--- config.mk ---
export PLATFORM = sky130hd
export DESIGN_NAME = div_unit
export DESIGN_NICKNAME = d
export VERILOG_FILES = /design/src/rtl/div_unit.sv
export SDC_FILE = /design/constraint.sdc
export NUM_CORES = 1
export LEC_CHECK = 0
export CORE_UTILIZATION = 35
export DETAILED_ROUTE_END_ITERATION = 10
export SETUP_SLACK_MARGIN = 0.05
export SLEW_MARGIN = 10
export SYNTH_ARGS = -nofsm -noshare
export SYNTH_HDL_FRONTEND = slang
export SYNTH_SLANG_ARGS = --single-unit
--- constraint.sdc ---
create_clock -name clk -period 5.4 [get_ports clk]
set_input_delay 1.62 -clock clk [delete_from_list [all_inputs] [get_ports clk]]
set_output_delay 1.62 -clock clk [all_outputs]
set_load 0.01 [all_outputs]
--- src/rtl/div_unit.sv ---
// ---------------------------------------------------------------------------
// div_unit
//   Multi-cycle integer divider for the EX stage. Executes DIV (signed) and
//   DIVU (unsigned) by restoring division, one quotient bit per clock, and
//   delivers {remainder, quotient} for the HI/LO write through EX/MEM.
//
// Ports
//   clk          rising-edge clock
//   reset        synchronous, active-high reset
//   signed_div_i 1 = DIV (two's complement), 0 = DIVU
//   opdata1_i    dividend
//   opdata2_i    divisor
//   start_i      division request, held high until ready_o is seen
//   annul_i      cancel the in-flight operation (flush/exception)
//   result_o     {remainder, quotient} = {HI, LO}
//   ready_o      result valid
//   stallreq_o   stall request to the pipeline stall controller
// ---------------------------------------------------------------------------
module div_unit #(
  parameter int DATA_W = 32
) (
  input  logic                clk,
  input  logic                reset,
  input  logic                signed_div_i,
  input  logic [DATA_W-1:0]   opdata1_i,
  input  logic [DATA_W-1:0]   opdata2_i,
  input  logic                start_i,
  input  logic                annul_i,
  output logic [2*DATA_W-1:0] result_o,
  output logic                ready_o,
  output logic                stallreq_o
);

  localparam int CNT_W = $clog2(DATA_W);
  localparam logic [CNT_W-1:0] LAST_CNT = CNT_W'(DATA_W - 1);

  typedef enum logic [1:0] {
    FREE    = 2'b00,
    BY_ZERO = 2'b01,
    ON      = 2'b10,
    END     = 2'b11
  } state_t;

  state_t state, state_next;

  logic [CNT_W-1:0]  cnt;
  logic [DATA_W-1:0] rem;
  logic [DATA_W-1:0] quo;
  logic [DATA_W-1:0] divisor;
  logic              neg_quo;
  logic              neg_rem;

  logic              go;
  logic              dividend_neg;
  logic              divisor_neg;
  logic [DATA_W-1:0] abs_dividend;
  logic [DATA_W-1:0] abs_divisor;

  logic [DATA_W:0]   shifted;
  logic [DATA_W:0]   trial;
  logic              trial_neg;
  logic [DATA_W-1:0] next_rem;
  logic [DATA_W-1:0] next_quo;
  logic [DATA_W-1:0] final_quo;
  logic [DATA_W-1:0] final_rem;

  assign stallreq_o = start_i & ~ready_o;

  assign go           = start_i & ~annul_i;
  assign dividend_neg = signed_div_i & opdata1_i[DATA_W-1];
  assign divisor_neg  = signed_div_i & opdata2_i[DATA_W-1];
  assign abs_dividend = dividend_neg ? -opdata1_i : opdata1_i;
  assign abs_divisor  = divisor_neg  ? -opdata2_i : opdata2_i;

  // quo starts as the dividend and shifts out its MSB into the partial
  // remainder while quotient bits shift in at the bottom. The partial
  // remainder stays below the divisor, so a 33-bit trial difference is
  // negative exactly when its top bit is set.
  assign shifted   = {rem, quo[DATA_W-1]};
  assign trial     = shifted - {1'b0, divisor};
  assign trial_neg = trial[DATA_W];
  assign next_rem  = trial_neg ? shifted[DATA_W-1:0] : trial[DATA_W-1:0];
  assign next_quo  = {quo[DATA_W-2:0], ~trial_neg};

  // Sign fix-up on the last iteration; the flags are already zero for DIVU.
  assign final_quo = neg_quo ? -next_quo : next_quo;
  assign final_rem = neg_rem ? -next_rem : next_rem;

  always_ff @(posedge clk) begin
    if (reset) state <= FREE;
    else       state <= state_next;
  end

  always_comb begin
    state_next = state;
    case (state)
      FREE: begin
        if (go) state_next = (opdata2_i == '0) ? BY_ZERO : ON;
      end
      BY_ZERO: begin
        state_next = annul_i ? FREE : END;
      end
      ON: begin
        if (annul_i)                state_next = FREE;
        else if (cnt == LAST_CNT)   state_next = END;
      end
      END: begin
        if (!start_i || annul_i) state_next = FREE;
      end
      default: state_next = FREE;
    endcase
  end

  always_ff @(posedge clk) begin
    if (reset) begin
      cnt      <= '0;
      rem      <= '0;
      quo      <= '0;
      divisor  <= '0;
      neg_quo  <= 1'b0;
      neg_rem  <= 1'b0;
      result_o <= '0;
      ready_o  <= 1'b0;
    end else begin
      case (state)
        FREE: begin
          result_o <= '0;
          ready_o  <= 1'b0;
          if (go && opdata2_i != '0) begin
            cnt     <= '0;
            rem     <= '0;
            quo     <= abs_dividend;
            divisor <= abs_divisor;
            neg_quo <= dividend_neg ^ divisor_neg;
            neg_rem <= dividend_neg;
          end
        end
        BY_ZERO: begin
          // Division by zero yields an all-zero result with no exception.
          result_o <= '0;
          ready_o  <= ~annul_i;
        end
        ON: begin
          if (annul_i) begin
            cnt      <= '0;
            result_o <= '0;
            ready_o  <= 1'b0;
          end else begin
            rem <= next_rem;
            quo <= next_quo;
            cnt <= cnt + 1'b1;
            if (cnt == LAST_CNT) begin
              result_o <= {final_rem, final_quo};
              ready_o  <= 1'b1;
            end
          end
        end
        END: begin
          if (!start_i || annul_i) begin
            result_o <= '0;
            ready_o  <= 1'b0;
          end
        end
        default: begin
          result_o <= '0;
          ready_o  <= 1'b0;
        end
      endcase
    end
  end

endmodule
=== After elaboration in Yosys (flattened, before gate mapping) ===
Index checks and enable logic that the tools add are counted.

* Add/subtract/negate cells: 6
* Multiply operators: 0
* Div/mod/pow operators: 0
* Magnitude comparators: 0
* Eq/ne operators: 9
* Shift-type cells: 0
* Mux-type cells: 29
* Bitwise operators: 8
* Reductions and logical operators: 13

{| class="wikitable"
|+ Operators by type and width
! operator !! number
|-
| $mux 32 || 9
|-
| $mux 64 || 3
|-
| $pmux 64 s3 || 1
|-
| $neg 32->32 || 4
|-
| $pmux 32 s2 || 2
|-
| $sub 33x32->33 || 1
|-
| $logic_not 32->1 || 1
|-
| $reduce_bool 32->1 || 1
|-
| $mux 2 || 6
|-
| $mux 5 || 2
|-
| $pmux 5 s2 || 1
|-
| $ne 2x2->1 const B || 4
|-
| $pmux 2 s4 || 1
|-
| $reduce_and 2->1 || 3
|-
| $reduce_and 3->1 || 2
|-
| $add 5x1->5 const B || 1
|-
| $eq 5x5->1 const B || 1
|-
| $and 1x1->1 || 4
|-
| $eq 2x2->1 const B || 2
|-
| $pmux 1 s4 || 1
|-
| $mux 1 || 3
|-
| $ne 3x3->1 const B || 1
|-
| $not 1->1 || 3
|-
| $eq 2x1->1 const B || 1
|-
| 7 further kinds || 7
|}

* Register bits after elaboration: 170
* Bits in latches: 0
* Bits in writable memories: 0
* Bits in read-only memories: 0
* Word-level logic and storage cells: 74
* Memories: 0

=== Depth between registers and ports, before layout ===
* Depth after elaboration: 7
* Gate-level depth with buffers: 25
* Depth with buffers taken out: 22

=== Worst setup path after synthesis ===
OpenSTA, ideal clock, no wires.

* Kind: flip-flop to flip-flop
* From: register quo[31]
* To: register result_o[58]
* Data arrival time: 4851 ps
* Data required time: 5283 ps
* Setup slack: 432 ps
* Stages on the path, launching flop included: 22
* Buffers on the path: 3
* Cells stage by stage: dfxtp_1 -> inv_1 -> ha_1 -> inv_1 -> fa_1 -> a211oi_2 -> o211ai_2 -> a211oi_4 -> or2_2 -> mux2i_1 -> buf_4 -> nor2_8 -> buf_2 -> buf_1 -> mux2i_1 -> ha_1 -> o211ai_1 -> or3_1 -> o311ai_0 -> o211ai_1 -> xnor2_1 -> a22o_1

* Cells in the longest elaborated chain, start to end: 7

{| class="wikitable"
|+ Ends and longest elaborated chain
! what !! RTL line !! source
|-
| start: declaration || 48 || <nowiki>logic [DATA_W-1:0] quo;</nowiki>
|-
| start signal: assignment || 132 || <nowiki>quo <= abs_dividend;</nowiki>
|-
| start signal: assignment || 150 || <nowiki>quo <= next_quo;</nowiki>
|-
| $sub 33x32->33 || 80 || <nowiki>assign trial = shifted - {1'b0, divisor};</nowiki>
|-
| $mux 32 (*) || 82 || <nowiki>assign next_rem = trial_neg ? shifted[DATA_W-1:0] : trial[DATA_W-1:0];</nowiki>
|-
| $neg 32->32 || 87 || <nowiki>assign final_rem = neg_rem ? -next_rem : next_rem;</nowiki>
|-
| $mux 32 (*) || 87 ||
|-
| $mux 64 (*) || 152 || <nowiki>if (cnt == LAST_CNT) begin</nowiki>
|-
| $mux 64 (*) || 144 || <nowiki>if (annul_i) begin</nowiki>
|-
| $pmux 64 s3 (*) || 125 || <nowiki>case (state)</nowiki>
|-
| end signal: assignment || 153 || <nowiki>result_o <= {final_rem, final_quo};</nowiki>
|-
| end: declaration || 29 || <nowiki>output logic [2*DATA_W-1:0] result_o,</nowiki>
|}

Mark *: on every way between the ends. The rest lies on a longest branch, timed or not. The select of a mux whose other input is x is not followed.
A chain may end at the register's enable or synchronous reset.

=== Worst setup path after layout ===
* From: register quo[31]
* To: register result_o[48]

Same word-level chain as after synthesis.

==> metrics.txt <==
Setup crit end kind=register; initial antenna violation count=0; fmax=200 MHz; core area=between 30,000 and 40,000 um2; first-pass GRT wire length=56,700 um; fillcell total=3,330; DRC violations left=0; Critical-path top delay cell=a21oi_1; Adder-Cell Fraction of Synth Area=about 4.6%; CTS sink cnt=170; clock root buffer=clkbuf_16; synthesized area per cell=roughly 7.6 um2; clock buffer depth=2; first drt pass iteration count=5; pwr dens=between 300 and 400 nW/um2; slowest cell delay on critical path=approximately 0.67 ns; Reg clk slew, reported paths=approximately 0.080 ns; cell with the most instances after synthesis=nand2_1; max cap viols=0; CP dominant cell by count=inv_1; die extent in y=roughly 180 um; dpl ws=between 0.15 and 0.2 ns; worst-margin pin slew=roughly 1.1 ns; largest family of logic cells by synthesized area=compound AO/OA/AOI/OAI gates; mapped cell area=roughly 12,000 um2; number of synthesized flops with an enable pin=0; Clk network pwr share=about a quarter; Worst Hold Class=register to register; Ant. Diodes=0; Vias=roughly 11,000; max-slew violations=0; final worst path period share=between 90% and 100%; status=finished, final reports clean; post-cts sizing count=0; # port buffers=approximately 130; die area=about 34,000 um2; sequential-to-total area share from yosys stat=between 20% and 30%; hold buffer count at cts=0; initial drt markers=756; largest area contributor in the netlist=dfxtp_1; Gate Count Post-Synth=1,508; CP max FO=8; number of I/O pins=around 140; Die X-Extent=~180 um; Post-synth top flop=dfxtp_1; Switch Pwr=around 2.2 mW; largest delay contributor family on the critical path=compound AO/OA/AOI/OAI gates; post-synthesis simple-gate area fraction=20.2%; drt wl/cell=about 17 um; # Post-CTS Setup Buffers=0; Worst VDD drop=between 0.0002 and 0.0003 V; fin nets=1,708; gpl congestion=0.923; Final Hold Viols=0; vias in the first global route=around 10,000; Leak=between 4 and 5 nW; switch share=approximately 44%; largest net degree at the start of global routing=80; Synth Area in XOR/XNOR=between 10% and 20%; GRT overflow=0; clock skew after layout=~0.015 ns; CP cell instances=inv_1 > ha_1 > inv_1 > fa_1 > a211oi_2 > o211ai_2 > a211oi_4 > or2_2 > mux2i_1 > nor2_8 > inv_2 > nand2_1 > o21ai_0 > inv_1 > ha_1 > o211ai_1 > nor4_1 > a21oi_1 > o21ai_0 > xor2_1 > a22o_1; startpoint type of the worst setup path=register; Rel. slew slack=between 20% and 30%; post-layout min period=roughly 5 ns; Final HPWL DP=between 20,000 and 30,000 um; Synth cell types=78; Compound-Gate Fraction of Synth Area=about 27%; RSZ-0062 raised after global routing=no; Synth area leaders=dfxtp_1, xnor2_1, nand2_1; worst path arrival time=5.34 ns; Seq pwr share=between 30% and 40%; layout cells sized above 1=5.53%; CP required=roughly 5.7 ns; FP Rows=66; Reg2Reg Setup Slack=0.39 ns; Synth Warn #=0; Post-synth top cells=nand2_1, nor2_1, dfxtp_1, a21oi_1, xnor2_1; proportion of synthesized area in mux cells=under 10%; CP Class=register to register; flops & latches, synth=170; WL final=35,800 um; post-synth top area share=between 20% and 30%; CTS tree=built; # H-tree levels=4; synthesized net count=around 1,600; Layout area overhead=20.3%; gr usage total=between 20% and 30%; Routed Antenna Nets=0; Num CTS Buffers=17; final setup violation count=0; setup TNS=0 ns; starting density of the core=a little over a third; final worst slack=between 0.3 and 0.4 ns; combinational power share=approximately 45%; Post-synth ARST share=0%; Worst-Skew Late Latency=roughly 0.44 ns; CP Buf/Inv Count=4; internal power=between 2 and 3 mW; via/cell ratio=between 5 and 6
[tightest hold or removal path: stages, from the launching register on]
cell and delay [ns]:
dfxtp_1 0.31, nand2_1 0.05, a21oi_1 0.05
[power groups by stage]
stage | Sequential [mW] | Clock [mW] | Combinational (mW)
after floorplan | 1.50 | 0 | 1.60
after global placement | 1.53 | 0 | 2.22
after detailed placement | 1.53 | 0 | 2.23
after CTS | 1.50 | 1.28 | 2.24
after global routing | 1.52 | 1.33 | 2.49
final | 1.50 | 1.25 | 2.26
[flip-flops by register name, summed over array words and instances (netlist names)]
| name | flops |
|---|---|
| cnt | 5 |
| divisor | 32 |
| neg_quo | 1 |
| neg_rem | 1 |
| quo | 32 |
| ready_o | 1 |
| rem | 32 |
| result_o | 64 |
| state | 2 |
[final cells by class]
| type | count | area, um2 | share of cell area [%] |
|---|---|---|---|
| Tap cell | 442 | 553 | 3.99 |
| Clock inverter | 14 | 156 | 1.13 |
| Sequential cell | 170 | 3400 | 24.6 |
| Multi-Input combinational cell | 1197 | 7570 | 54.6 |
| Timing Repair Buffer | 158 | 1540 | 11.1 |
| Clock buffer | 18 | 439 | 3.17 |
| Inverter | 53 | 199 | 1.44 |
[layer usage]
| metal | vias up | share of wire [%] | GRT usage (%) |
|---|---|---|---|
| met4 | 0 | 2.1 | 6.53 |
| met3 | 41 | 4.0 | 3.09 |
| met2 | 263 | 46 | 34.9 |
| li1 | 5587 | - | - |
| met5 | - | 0 | 0 |
| met1 | 5281 | 48 | 28.9 |
[path summary, 6_finish.rpt]
kind / from / to / cells past startpoint
worst max-delay path: quo[31]$_SDFFE_PP0P_ / result_o[48]$_SDFFE_PP0P_ / 21
worst min-delay path: divisor[30]$_SDFFE_PP0P_ / divisor[30]$_SDFFE_PP0P_ / 2
worst max register to register: quo[31]$_SDFFE_PP0P_ / result_o[48]$_SDFFE_PP0P_ / 21
worst min register to register: divisor[30]$_SDFFE_PP0P_ / divisor[30]$_SDFFE_PP0P_ / 2
[stage by stage]
stage | util [%] | std cells | area [um2] | power [mW] | hold WS, ns
floorplan | - | 1508 | 11500 | 3.10 | 0.432
global placement | 40.9 | 2020 | 13300 | 3.74 | 0.444
detailed placement | 40.9 | 2020 | 13300 | 3.76 | 0.453
CTS | 42.7 | 2052 | 13900 | 5.02 | 0.461
global route | 42.7 | 2052 | 13900 | 5.34 | 0.479
finish | 42.7 | 2052 | 13900 | 5.01 | 0.456
[layout by cell type, fill, tap and decap left out, types with 8 or more instances in the layout]
cell type and count:
o31ai_1 35, or3_1 21, or4_1 14, nor2_1 183, nor3_1 26, nor4_1 13
o41ai_1 16, a21oi_1 119, a211oi_1 36, buf_4 23, a22o_1 31, o21a_1 9
o21ai_0 86, nand2_1 194, a22oi_1 42, clkdlybuf4s50_1 133, clkbuf_16 17, ha_1 41
o211ai_1 18, nand3_1 18, mux2i_1 24, xor2_1 54, a21o_1 8, xnor2_1 90
inv_1 52, dfxtp_1 170
[kinds of logic after synthesis]
family                   count (synthesis)
AND/OR/NAND/NOR                        521
AO/OA/AOI/OAI                          461
flip-flops                             170
XOR/XNOR                               144
buffers and inverters                  141
adder cells (fa/ha/maj)                 42
multiplexers                            29
No activity file was read; power rests on OpenSTA's default activity.
